===== src/rtl/rob_commit_queue_pkg.sv =====
// Shared types for the ROB: the CDB completion record broadcast by every functional unit.
// rob_idx is sized for ROBs of up to 256 entries; each consumer uses only the bits it needs.
package rob_commit_queue_pkg;

  localparam int CDB_IDX_WIDTH = 8;

  typedef struct packed {
    logic                     valid;
    logic [CDB_IDX_WIDTH-1:0] rob_idx;
    logic [31:0]              rd_v;
  } cdb_entry_t;

endpackage


===== src/rtl/rob_commit_queue.sv =====
// Reorder buffer: in-order allocate, out-of-order completion from four CDB ports, in-order single commit.
// Optional ROB_RVFI_EN stores the completion value per entry and exports it as commit_rd_wdata.
module rob_commit_queue
  import rob_commit_queue_pkg::*;
#(
  parameter int ROB_DEPTH          = 16,
  parameter int ROB_PTR_WIDTH      = $clog2(ROB_DEPTH),
  parameter int PHYSICAL_REG_WIDTH = 6
) (
  input  logic                          clk,
  input  logic                          rst,
  input  logic                          enq,
  input  logic [4:0]                    enq_arch_d_reg,
  input  logic [PHYSICAL_REG_WIDTH-1:0] enq_phys_d_reg,
  input  logic [PHYSICAL_REG_WIDTH-1:0] enq_old_phys_d_reg,
  output logic [ROB_PTR_WIDTH:0]        rob_alloc_ptr,
  output logic                          rob_full,
  output logic                          rob_empty,
  input  cdb_entry_t                    cdb_entry_alu,
  input  cdb_entry_t                    cdb_entry_mult,
  input  cdb_entry_t                    cdb_entry_br,
  input  cdb_entry_t                    cdb_entry_mem,
  input  logic                          flush_by_branch,
  input  logic [ROB_PTR_WIDTH:0]        flush_rob_idx,
  output logic [ROB_PTR_WIDTH:0]        rob_read_ptr,
  output logic                          commit_valid,
  output logic [4:0]                    commit_arch_d_reg,
  output logic [PHYSICAL_REG_WIDTH-1:0] commit_phys_d_reg,
  output logic [PHYSICAL_REG_WIDTH-1:0] commit_old_phys_d_reg,
  output logic [ROB_PTR_WIDTH:0]        commit_rob_idx
`ifdef ROB_RVFI_EN
  ,
  output logic [31:0]                   commit_rd_wdata
`endif
);

  localparam logic [ROB_PTR_WIDTH:0] PTR_ONE   = {{ROB_PTR_WIDTH{1'b0}}, 1'b1};
  localparam logic [ROB_PTR_WIDTH:0] DEPTH_PTR = {1'b1, {ROB_PTR_WIDTH{1'b0}}};

  logic [ROB_PTR_WIDTH:0]          head, tail, count, flush_next, kill_span;
  logic [ROB_PTR_WIDTH-1:0]        head_slot, tail_slot, kill_off;
  logic [ROB_DEPTH-1:0]            valid_q, done_q, kill;
  logic [4:0]                      arch_q  [ROB_DEPTH];
  logic [PHYSICAL_REG_WIDTH-1:0]   phys_q  [ROB_DEPTH];
  logic [PHYSICAL_REG_WIDTH-1:0]   old_q   [ROB_DEPTH];
`ifdef ROB_RVFI_EN
  logic [31:0]                     data_q  [ROB_DEPTH];
`endif
  cdb_entry_t                      cdb     [4];
  logic                            enq_fire;
  logic                            unused_cdb_bits;

  // Upper rob_idx bits (and rd_v without RVFI) carry no information for this ROB.
  assign unused_cdb_bits = ^{cdb_entry_alu, cdb_entry_mult, cdb_entry_br, cdb_entry_mem};

  assign head_slot     = head[ROB_PTR_WIDTH-1:0];
  assign tail_slot     = tail[ROB_PTR_WIDTH-1:0];
  assign count         = tail - head;
  assign rob_full      = (count == DEPTH_PTR);
  assign rob_empty     = (head == tail);
  assign rob_alloc_ptr = tail;
  assign rob_read_ptr  = head;
  assign enq_fire      = enq && !rob_full && !flush_by_branch;
  assign commit_valid  = valid_q[head_slot] && done_q[head_slot];

  assign commit_arch_d_reg     = commit_valid ? arch_q[head_slot] : '0;
  assign commit_phys_d_reg     = commit_valid ? phys_q[head_slot] : '0;
  assign commit_old_phys_d_reg = commit_valid ? old_q[head_slot]  : '0;
  assign commit_rob_idx        = commit_valid ? head              : '0;
`ifdef ROB_RVFI_EN
  assign commit_rd_wdata       = commit_valid ? data_q[head_slot] : '0;
`endif

  // Lowest-priority port first so the later non-blocking write (alu) wins on a shared index.
  always_comb begin
    cdb[0] = cdb_entry_mem;
    cdb[1] = cdb_entry_br;
    cdb[2] = cdb_entry_mult;
    cdb[3] = cdb_entry_alu;
  end

  // Slot i is younger than the branch when its distance from branch+1 is below tail-(branch+1).
  always_comb begin
    flush_next = flush_rob_idx + PTR_ONE;
    kill_span  = tail - flush_next;
    kill       = '0;
    kill_off   = '0;
    for (int unsigned i = 0; i < ROB_DEPTH; i++) begin
      kill_off = ROB_PTR_WIDTH'(i) - flush_next[ROB_PTR_WIDTH-1:0];
      kill[i]  = flush_by_branch && ({1'b0, kill_off} < kill_span);
    end
  end

  always_ff @(posedge clk) begin
    if (rst) begin
      head    <= '0;
      tail    <= '0;
      valid_q <= '0;
      done_q  <= '0;
    end else begin
      for (int unsigned p = 0; p < 4; p++) begin
        if (cdb[p].valid && valid_q[cdb[p].rob_idx[ROB_PTR_WIDTH-1:0]]) begin
          done_q[cdb[p].rob_idx[ROB_PTR_WIDTH-1:0]] <= 1'b1;
`ifdef ROB_RVFI_EN
          data_q[cdb[p].rob_idx[ROB_PTR_WIDTH-1:0]] <= cdb[p].rd_v;
`endif
        end
      end

      if (commit_valid) begin
        valid_q[head_slot] <= 1'b0;
        done_q[head_slot]  <= 1'b0;
        head               <= head + PTR_ONE;
      end

      // Kill is applied after completions so a same-cycle CDB hit on a flushed slot is discarded.
      if (flush_by_branch) begin
        for (int unsigned i = 0; i < ROB_DEPTH; i++) begin
          if (kill[i]) begin
            valid_q[i] <= 1'b0;
            done_q[i]  <= 1'b0;
          end
        end
        tail <= flush_next;
      end else if (enq_fire) begin
        valid_q[tail_slot] <= 1'b1;
        done_q[tail_slot]  <= 1'b0;
        arch_q[tail_slot]  <= enq_arch_d_reg;
        phys_q[tail_slot]  <= enq_phys_d_reg;
        old_q[tail_slot]   <= enq_old_phys_d_reg;
        tail               <= tail + PTR_ONE;
      end
    end
  end

endmodule


===== config.mk =====
export PLATFORM = sky130hd
export DESIGN_NAME = rob_commit_queue
export DESIGN_NICKNAME = d
export VERILOG_FILES = /design/src/rtl/rob_commit_queue_pkg.sv /design/src/rtl/rob_commit_queue.sv
export SDC_FILE = /design/constraint.sdc
export NUM_CORES = 1
export LEC_CHECK = 0
export ABC_CLOCK_PERIOD_IN_PS = 10700
export BUFFER_PORTS_ARGS = -buffer_cell sky130_fd_sc_hd__buf_4
export CORE_AREA = 2 2 181 200
export CTS_CLUSTER_DIAMETER = 100
export DETAILED_ROUTE_END_ITERATION = 6
export DIE_AREA = 0 0 183 202
export GPL_TIMING_DRIVEN = 0
export PLACE_DENSITY = 0.7
export SLEW_MARGIN = 15
export SYNTH_ARGS = -nofsm -noshare
export SYNTH_HDL_FRONTEND = slang
export SYNTH_SLANG_ARGS = --single-unit

===== constraint.sdc =====
create_clock -name clk -period 10.7 [get_ports clk]
set_clock_uncertainty 0.15 [all_clocks]
set_input_delay 0.535 -clock clk [delete_from_list [all_inputs] [get_ports clk]]
set_output_delay 0.535 -clock clk [all_outputs]
set_load 0.03 [all_outputs]

# ---- Word-level counts from Yosys, hierarchy flattened
# Memory sizes are Yosys's and may differ from the RTL's. A register that Yosys moved wholly into a read port is not among the register bits.
# Index checks and enable logic that the tools add are counted.
dict set report word_totals {
  reg_bits 42
  ram_bits 272
  inputBits 190
  word_cells 188
  n_memories 3
}
dict set report classes {
  addsub 21
  magnitude_cmp 28
  n_eq_ne 2
  n_mux 88
  bitwise_logic 10
  reduce_logical 32
}
# memory words width read_ports rd_ports_with_merged_regs wr line
set memory_table {}
lappend memory_table {old_q 16 6 1 1 1 rob_commit_queue.sv:45} ;# logic [PHYSICAL_REG_WIDTH-1:0] old_q [ROB_DEPTH];
lappend memory_table {phys_q 16 6 1 1 1 rob_commit_queue.sv:44} ;# logic [PHYSICAL_REG_WIDTH-1:0] phys_q [ROB_DEPTH];
lappend memory_table {arch_q 16 5 1 1 1 rob_commit_queue.sv:43} ;# logic [4:0] arch_q [ROB_DEPTH];
# operator n
set op_table {}
lappend op_table {{$mux W16} 16}
lappend op_table {{$lt A4 B5 Y1} 16}
lappend op_table {{$or A16 B16 Y16} 5}
lappend op_table {{$and A16 B16 Y16} 3}
lappend op_table {{$mux W1} 48}
lappend op_table {{$not A16 Y16} 2}
lappend op_table {{$sub A4 B4 Y4 const A} 8}
lappend op_table {{$lt A4 B5 Y1 const B} 6}
lappend op_table {{$logic_and A1 B1 Y1} 29}
lappend op_table {{$bmux W1 S4} 6}
lappend op_table {{$demux W1 S4} 6}
lappend op_table {{$ge A4 B1 Y1 const B} 6}
lappend op_table {{$mux W4} 6}
lappend op_table {{$mux W5} 4}
lappend op_table {{$sub A3 B4 Y4 const A} 4}
lappend op_table {{$add A5 B1 Y5 const B} 3}
lappend op_table {{$mux W6} 2}
lappend op_table {{$sub A5 B5 Y5} 2}
lappend op_table {{$sub A1 B4 Y4 const A} 2}
lappend op_table {{$sub A2 B4 Y4 const A} 2}
lappend op_table {{$eq A5 B5 Y1} 1}
lappend op_table {{$eq A5 B5 Y1 const B} 1}
lappend op_table {{$logic_not A1 Y1} 2}
lappend op_table {{$reduce_bool A2 Y1} 1}

# ---- Logic depth before layout (Yosys ltp)
# Gate-level depths: netlist of the first run.
dict set report logic_depth {
  depth_word 22
  mapped_depth 12
  depth_no_buf 11
}

# ---- Least setup slack after synthesis of the first run
# Ideal clock, no wire load.
dict set report synth_path {
  path_type {register to register}
  start {register head[1], in the netlist rob_read_ptr[1]}
  end {memory arch_q[12][0] (enable)}
  setup_ns 0.412
  arrival_time_ns 4.023
  setup_slack_ns 6.115
  path_stages_with_launch 13
  n_path_buf 4
  synth_period_minus_slack_ns 4.585
  path_cell_list {dfxtp_1 > buf_2 > buf_2 > inv_1 > ha_1 > nor2b_4 > o21a_1 > o21a_1 > o22a_1 > buf_6 > or4b_4 > buf_6 > nor3_1}
}
dict set report synth_between {
  elab_chain_cells 9
}
# item line
set synth_rtl {}
lappend synth_rtl {{start: declaration} rob_commit_queue.sv:40} ;# logic [ROB_PTR_WIDTH:0] head, tail, count, flush_next, kill_span;
lappend synth_rtl {{start signal: assignment} rob_commit_queue.sv:113} ;# head <= head + PTR_ONE;
lappend synth_rtl {{$sub A5 B5 Y5} rob_commit_queue.sv:58} ;# assign count = tail - head;
lappend synth_rtl {{$eq A5 B5 Y1} rob_commit_queue.sv:59} ;# assign rob_full = (count == DEPTH_PTR);
lappend synth_rtl {{$logic_not A1 Y1} rob_commit_queue.sv:63} ;# assign enq_fire = enq && !rob_full && !flush_by_branch;
lappend synth_rtl {{$logic_and A1 B1 Y1 (2 in series)} rob_commit_queue.sv:63}
lappend synth_rtl {{$mux W1} rob_commit_queue.sv:125} ;# end else if (enq_fire) begin
lappend synth_rtl {{$mux W1} rob_commit_queue.sv:117} ;# if (flush_by_branch) begin
lappend synth_rtl {{$mux W1} rob_commit_queue.sv:95} ;# if (rst) begin
lappend synth_rtl {{$mux W1 (not written as such)} rob_commit_queue.sv:128} ;# arch_q[tail_slot] <= enq_arch_d_reg;
lappend synth_rtl {{end: declaration} rob_commit_queue.sv:43}
# Every way passes these cells.

# ---- Worst setup path after layout of the first run
dict set report layout_path {
  start {register head[1], in the netlist rob_read_ptr[1]}
  end {output commit_arch_d_reg[1]}
}
dict set report layout_between {
  elab_chain_cells 4
  elab_cells_between_ends 6
  classes_between {mux (5); reduce/logical (1)}
}
# item line
set layout_rtl {}
lappend layout_rtl {{$bmux W1 S4} rob_commit_queue.sv:64} ;# assign commit_valid = valid_q[head_slot] && done_q[head_slot];
lappend layout_rtl {{$mux W1 (not written as such)} rob_commit_queue.sv:64}
lappend layout_rtl {{$logic_and A1 B1 Y1 (*)} rob_commit_queue.sv:64}
lappend layout_rtl {{$mux W5 (*)} rob_commit_queue.sv:66} ;# assign commit_arch_d_reg = commit_valid ? arch_q[head_slot] : '0;
lappend layout_rtl {{end: declaration} rob_commit_queue.sv:27} ;# output logic [4:0] commit_arch_d_reg,
# Every way passes the cells marked *; elsewhere a longest branch is shown, timed or not. The select of a mux whose other input is x is not followed.

==> results of run 1 <==
-- per-stage QoR --
stage	total power, mW	worst slack, ns	utilization	cell area (um2)
final	2.74	6.24	0.494	17300
after global placement	1.63	4.33	0.457	16000
after detailed placement	1.64	6.16	0.464	16200
after global routing	2.83	6.09	0.494	17300
after CTS	2.75	6.24	0.493	17200
after floorplan	1.55	6.11	-	14900
-- final timing paths --
path / depth (start not counted) / to / start
worst max-delay path: 8 / commit_arch_d_reg[1] / rob_read_ptr[1]
worst min register to register: 1 / valid_q[14] / valid_q[14]
worst min-delay path: 1 / old_q[14][0] / enq_old_phys_d_reg[0]
worst max register to register: 13 / old_q[4][0] / rob_read_ptr[1]
-- routing by layer --
| layer | vias to the layer above | wire length, um |
|---|---|---|
| met5 | - | 0 |
| met4 | 0 | 1440 |
| met3 | 98 | 3090 |
| met2 | 444 | 18600 |
| met1 | 4680 | 15500 |
| li1 | 3943 | - |
-- state kept, by name, summed over array words and instances (netlist names), named ones only --
register / cells
arch_q: 80
phys_q: 96
rob_alloc_ptr: 5
rob_read_ptr: 5
done_q: 16
valid_q: 16
old_q: 96
-- cell usage in the layout (no fill, tap or decap), drive strengths merged, types with 4 or more instances in the layout --
| cell type | instances |
|---|---|
| nand4b | 4 |
| nor2 | 31 |
| xor2 | 7 |
| xnor2 | 11 |
| nand2b | 7 |
| nor2b | 43 |
| clkinv | 7 |
| o311a | 5 |
| o21a | 11 |
| a21oi | 12 |
| and3b | 6 |
| inv | 33 |
| a2bb2o | 4 |
| a221oi | 19 |
| nor4b | 5 |
| a41oi | 8 |
| a2111oi | 4 |
| ha | 51 |
| buf | 105 |
| and4b | 4 |
| dfxtp | 46 |
| clkbuf | 78 |
| nor3 | 13 |
| mux4 | 102 |
| nand2 | 30 |
| o211a | 12 |
| o21ai | 23 |
| a21boi | 6 |
| nand4 | 10 |
| nand3 | 11 |
| mux2i | 6 |
| o31ai | 4 |
| mux2 | 6 |
| edfxtp | 272 |
| a22o | 12 |
| o31a | 6 |
-- synthesized netlist by cell type (7+ instances only) --
master	instances	share of area
o211a_1	12	0.0081
a41oi_1	8	0.0047
a22o_1	12	0.0071
nand3_1	11	0.0037
nor2_1	31	0.0078
nand2_1	30	0.0076
ha_1	51	0.043
o21ai_0	23	0.0078
inv_1	29	0.0073
xnor2_1	11	0.0065
nor3_1	13	0.0044
nand2b_1	7	0.0029
a21oi_1	12	0.0040
buf_2	9	0.0030
nand4_1	10	0.0042
mux4_2	102	0.15
edfxtp_1	272	0.55
clkbuf_1	30	0.0076
dfxtp_1	46	0.062
nor2b_1	42	0.018
xor2_1	7	0.0041
a221oi_1	19	0.011
o21a_1	11	0.0056
-- cells by family after synthesis --
| kind of cell | synth area share |
|---|---|
| compound gates | 0.0735 |
| flops | 0.612 |
| simple gates | 0.0709 |
| mux | 0.163 |
| xor+xnor | 0.0121 |
| buf+inv | 0.0238 |
| fa+ha+maj | 0.0443 |
-- critical path, stage by stage (launching register included) --
cell and delay, ns:
dfxtp_1 0.46, buf_2 0.25, buf_2 0.29, mux4_2 0.54
mux2i_1 0.26, a211o_1 0.35, clkbuf_1 0.66, nor2b_1 0.20
buf_4 0.23
-- layout make-up --
type                    instances  share of cell area
clock buffers                  44              0.0526
flip-flops and latches        318               0.527
multi-input cells             508               0.319
inverters                      31             0.00674
well taps                     444              0.0322
clock inverters                12             0.00761
plain buffers                  51              0.0140
repair buffers                 88              0.0413
-- power groups by stage --
stage / registers, mW / clock network, mW / logic [mW]
floorplan: 1.39 / 0 / 0.159
global placement: 1.38 / 0 / 0.245
detailed placement: 1.38 / 0 / 0.257
CTS: 1.36 / 1.14 / 0.258
global route: 1.36 / 1.18 / 0.291
finish: 1.36 / 1.12 / 0.262
==> summary.md, run 1 <==
| Metric | Value |
|---|---|
| Critical Path End Type | `output port` |
| Hpwl dp | `26.2 mm` |
| Pint | `2.10 mW` |
| Root Driver | `clkbuf_16` |
| Asr flop ratio synth | `0` |
| RSZ-0062 raised after global routing | `false` |
| GRT met2 Usage | `0.342` |
| Ant. Diodes | `0` |
| Vias | `9165` |
| Yosys warns | `0` |
| Pin count of the biggest net entering global routing | `18` |
| Least-Margin Pin Slew | `1.09 ns` |
| Core ar. | `35000 um2` |
| Setup violations, final | `0` |
| CTS tree | `done` |
| CP Class | `flop to output port` |
| Worst endpoint required time | `10.02 ns` |
| Inst Count DP | `1440` |
| DRC errors left | `0` |
| Post-Syn Instances | `908` |
| Drt wl/cell | `25.8 um` |
| Reg power frac | `0.495` |
| First-pass GRT wire length | `57.5 mm` |
| Num ports | `225` |
| Post-route insts no fill | `1496` |
| Clock latency on the worst-skew pair | `0.51 ns` |
| Share of layout cells above drive strength 1 | `0.270` |
| Clk pwr share | `0.409` |
| Synthesized cell area | `14900 um2` |
| Hold WC Path Type | `primary input to flop` |
| Switching share of power | `0.234` |
| Die Height | `202 um` |
| EDFF count, synth | `272` |
| H-tree levels | `2` |
| P_leak | `5.91 nW` |
| Share of the yosys chip area belonging to registers | `0.612` |
| Max Cap Viol | `0` |
| PD cells | `159 nW/um2` |
| Final Max Slew Viols | `0` |
| Fill cell count | `2899` |
| Status | `completed` |
| Most used DFF post-synth | `edfxtp_1` |
| Grt met1 use | `0.283` |
| GRT busiest layer | `met2` |
| Area of the multi-input gates | `5500 um2` |
| Synth-to-Final Area Change | `16.2%` |
| Final Hold Fails | `0` |
| Grt total ovfl | `0` |
| Synth Net Count | `1150` |
| Initial Utilization | `0.425` |
| Initial antenna violation count | `0` |
| Iter 0 DRT Violations | `889` |
| Combinational fraction of design power | `0.096` |
| Clock transition at path regs | `0.06 ns` |
| Setup Buffers After CTS | `0` |
| Number of port buffers | `74` |
| Sw Pwr | `642 uW` |
| PostCTS Resize Cnt | `0` |
| # rows | `72` |
| Relative slew slack | `0.272` |
| Overall Global Routing Usage | `0.209` |
| Fmax achieved | `0.224 GHz` |
| Detailed Route WL | `38.6 mm` |
| Worst Setup Start Kind | `flop` |
| Flop2flop setup slack | `6.39 ns` |
| Storage element area | `9090 um2` |
| Vias/cell | `6.13` |
| Setup TNS | `0 ns` |
| Antenna Nets Post-Route | `0` |
| Layout Nets | `1274` |
| Hold-fix buffers at CTS | `0` |
| Period utilization | `0.417` |
| CP Max Fanout | `10` |
| Die area | `37000 um2` |
| Cell variety after synth | `64` |
| Maximum vdd drop | `0.129 mV` |
| Min Hold Slack | `0.154 ns` |
| TritonRoute pass-1 iters | `5` |
| Max Buffers Root-to-Sink | `3` |
| CTS Sinks | `318` |
| GR Util met3 | `0.0346` |
| FF+latch count, synth | `318` |
| Min Tclk post-route | `4.46 ns` |
| Vias in the first global route | `9237` |
| Syn_area_per_cell | `16.4 um2` |
| Die width | `183 um` |
| Data arrival time of the worst path | `3.77 ns` |
| Num CTS Buffers | `34` |
| GPL Wtd Cong | `0.883` |
Power figures use the tool's default switching activity.
==> run 2, diff against run 1 <==
--- a/config.mk
+++ b/config.mk
@@ -5,7 +5,7 @@
 export SDC_FILE = /design/constraint.sdc
 export NUM_CORES = 1
 export LEC_CHECK = 0
-export ABC_CLOCK_PERIOD_IN_PS = 10700
+export ABC_CLOCK_PERIOD_IN_PS = 4500
 export BUFFER_PORTS_ARGS = -buffer_cell sky130_fd_sc_hd__buf_4
 export CORE_AREA = 2 2 181 200
 export CTS_CLUSTER_DIAMETER = 100
==> constraint.sdc (replaced) <==
create_clock -name clk -period 4.5 [get_ports clk]
set_clock_uncertainty 0.15 [all_clocks]
set_input_delay 0.225 -clock clk [delete_from_list [all_inputs] [get_ports clk]]
set_output_delay 0.225 -clock clk [all_outputs]
set_load 0.03 [all_outputs]
==> run 2 against run 1 <==
  * The flow now finishes with violations (design-rule violations)
  * Die area is the same
  * Power increased by 150%
  * Non-clock buffer count grew 19
  * Register-to-register slack lost 6.2 ns
  * Wire length rose by 0.17%
  * Count of clock-buffer cells in the layout is 1 higher
  * Utilization rose by 1.1 points
  * Highest routed layer unchanged
==> summary.md, run 2 (same netlist as run 1, synthesis figures left out) <==
| Metric | Value |
|---|---|
| Worst-path cell chain | `buf_2 > buf_2 > inv_1 > ha_1 > nor2b_4 > o21a_1 > o21a_1 > o22a_1 > buf_6 > or4b_4 > buf_6 > nor3_4 > buf_8` |
| Hold WC Path Type | `primary input to flop` |
| Largest regs | `old_q x96, phys_q x96, arch_q x80` |
| Initial Utilization | `0.425` |
| Least-Margin Pin Slew | `1.27 ns` |
| Critical path's top delay family | `buffers and inverters` |
| Pin count of the biggest net entering global routing | `18` |
| Vias in the first global route | `9359` |
| First-pass GRT wire length | `58.1 mm` |
| DP Worst Slack | `0.128 ns` |
| Worst endpoint required time | `4.57 ns` |
| Inst Count DP | `1441` |
| Num CTS Buffers | `35` |
| Drt wl/cell | `25.4 um` |
| Num ports | `225` |
| Fill cell count | `2817` |
| Overall Global Routing Usage | `0.210` |
| Synth-to-Final Area Change | `18.8%` |
| Fin util | `0.505` |
| Worst Setup Start Kind | `flop` |
| Die width | `183 um` |
| Vias/cell | `6.06` |
| Status | `finished, violations left` |
| Number of port buffers | `74` |
| Iter 0 DRT Violations | `1020` |
| CTS Sinks | `318` |
| Relative slew slack | `0.141` |
| Grt total ovfl | `0` |
| Setup violations, final | `0` |
| Detailed Route WL | `38.7 mm` |
| Initial antenna violation count | `1` |
| Commonest non-fill, non-tap cell in the layout | `edfxtp_1` |
| Clock transition at path regs | `0.06 ns` |
| RSZ-0062 raised after global routing | `false` |
| Clock latency on the worst-skew pair | `0.52 ns` |
| TritonRoute pass-1 iters | `7` |
| Max Cap Viol | `0` |
| PD cells | `385 nW/um2` |
| Final Max Slew Viols | `0` |
| Layout Nets | `1294` |
| Final WS setup | `0.176 ns` |
| CP Max Fanout | `10` |
| Slowest-stage cell, CP | `nor3_4` |
| Post-route insts no fill | `1522` |
| Min Tclk post-route | `4.32 ns` |
| Data arrival time of the worst path | `4.40 ns` |
| CP Class | `flop to flop` |
| Cell area after layout | `17600 um2` |
| Period utilization | `0.961` |
| Share of layout cells above drive strength 1 | `0.271` |
| Root Driver | `clkbuf_16` |
| H-tree levels | `2` |
| Vias | `9221` |
| Setup Buffers After CTS | `0` |
| Hpwl dp | `26.5 mm` |
| GPL Wtd Cong | `0.918` |
| Fmax achieved | `0.231 GHz` |
| P_leak | `6.10 nW` |
| Failing checks | `design-rule violations` |
| Die area | `37000 um2` |
| Most frequent cells in the layout | `272 x edfxtp_1, 102 x mux4_2, 77 x buf_4` |
| # rows | `72` |
| CTS tree | `done` |
| Antenna Nets Post-Route | `0` |
| Max Buffers Root-to-Sink | `3` |
| CP Buf/Inv Count | `6` |
| Critical Path End Type | `flop` |
| Maximum vdd drop | `0.283 mV` |
| Final Hold Fails | `0` |
| DRC errors left | `3` |
| Max incr delay on CP | `0.57 ns` |
| Die Height | `202 um` |
| Post-DP Area | `16300 um2` |
| Core ar. | `35000 um2` |
[run 2: changes by cell type in the layout (fill, tap and decap cells not counted), sizes merged]
cell,delta
inv,-1
bufinv,+3
dlygate4sd3,+18
buf,+1
clkinvlp,-1
diode,+1
clkinv,+4
clkbuf,+1
[run 2: stage by stage]
| stage | TNS, ns | power (mW) | hold WS [ns] |
|---|---|---|---|
| after CTS | 0 | 6.81 | 0.00787 |
| after global placement | -164.61 | 3.87 | 0.367 |
| after detailed placement | 0 | 3.90 | 0.377 |
| after floorplan | 0 | 3.67 | 0.174 |
| after global routing | 0 | 7.01 | 0.0221 |
| final | 0 | 6.79 | 0.0190 |
[run 2: cell type report]
class,count,area (um2),share of cell area
Clock inverter,17,251,0.0143
Multi-Input combinational cell,508,5500,0.312
Sequential cell,318,9090,0.515
Antenna cell,1,2.50,0.000142
Timing Repair Buffer,107,946,0.0536
Inverter,31,116,0.00660
Buffer,51,241,0.0137
Tap cell,444,556,0.0315
Clock buffer,45,933,0.0529
[run 2: repair_timing]
action                                 in CTS  in global routing
hold buffers                               18                  0
endpoints found under the hold margin     273                  0
resized for setup                           0                  0
[run 2: routing by layer]
layer / wire [um] / track usage / share of wire / up-vias
met5: 0 / 0 / 0 / -
met4: 1110 / 0.0609 / 0.029 / 0
met3: 2910 / 0.0319 / 0.075 / 81
met2: 19100 / 0.354 / 0.49 / 476
met1: 15600 / 0.285 / 0.40 / 4683
li1: - / - / - / 3981
[run 2: path summary, 6_finish.rpt]
kind | startpoint | endpoint | slack [ns] | cells after the start
max | rob_read_ptr[1] | phys_q[14][4] | 0.18 | 13
min reg2reg | valid_q[14] | valid_q[14] | 0.42 | 1
max reg2reg | rob_read_ptr[1] | phys_q[14][4] | 0.18 | 13
min | cdb_entry_mem[40] | done_q[1] | 0.02 | 4
[run 2: tightest hold or removal path: stages]
cell     delay [ns]
buf_4          0.11
nand2_1        0.09
o31ai_1        0.10
o311a_1        0.11
[run 2: report_power, final]
group          switching (mW)  total, mW  internal (mW)
Combinational           0.385      0.629          0.245
Sequential             0.0144       3.23           3.21
Clock                    1.16       2.93           1.77
Total                    1.56       6.79           5.23
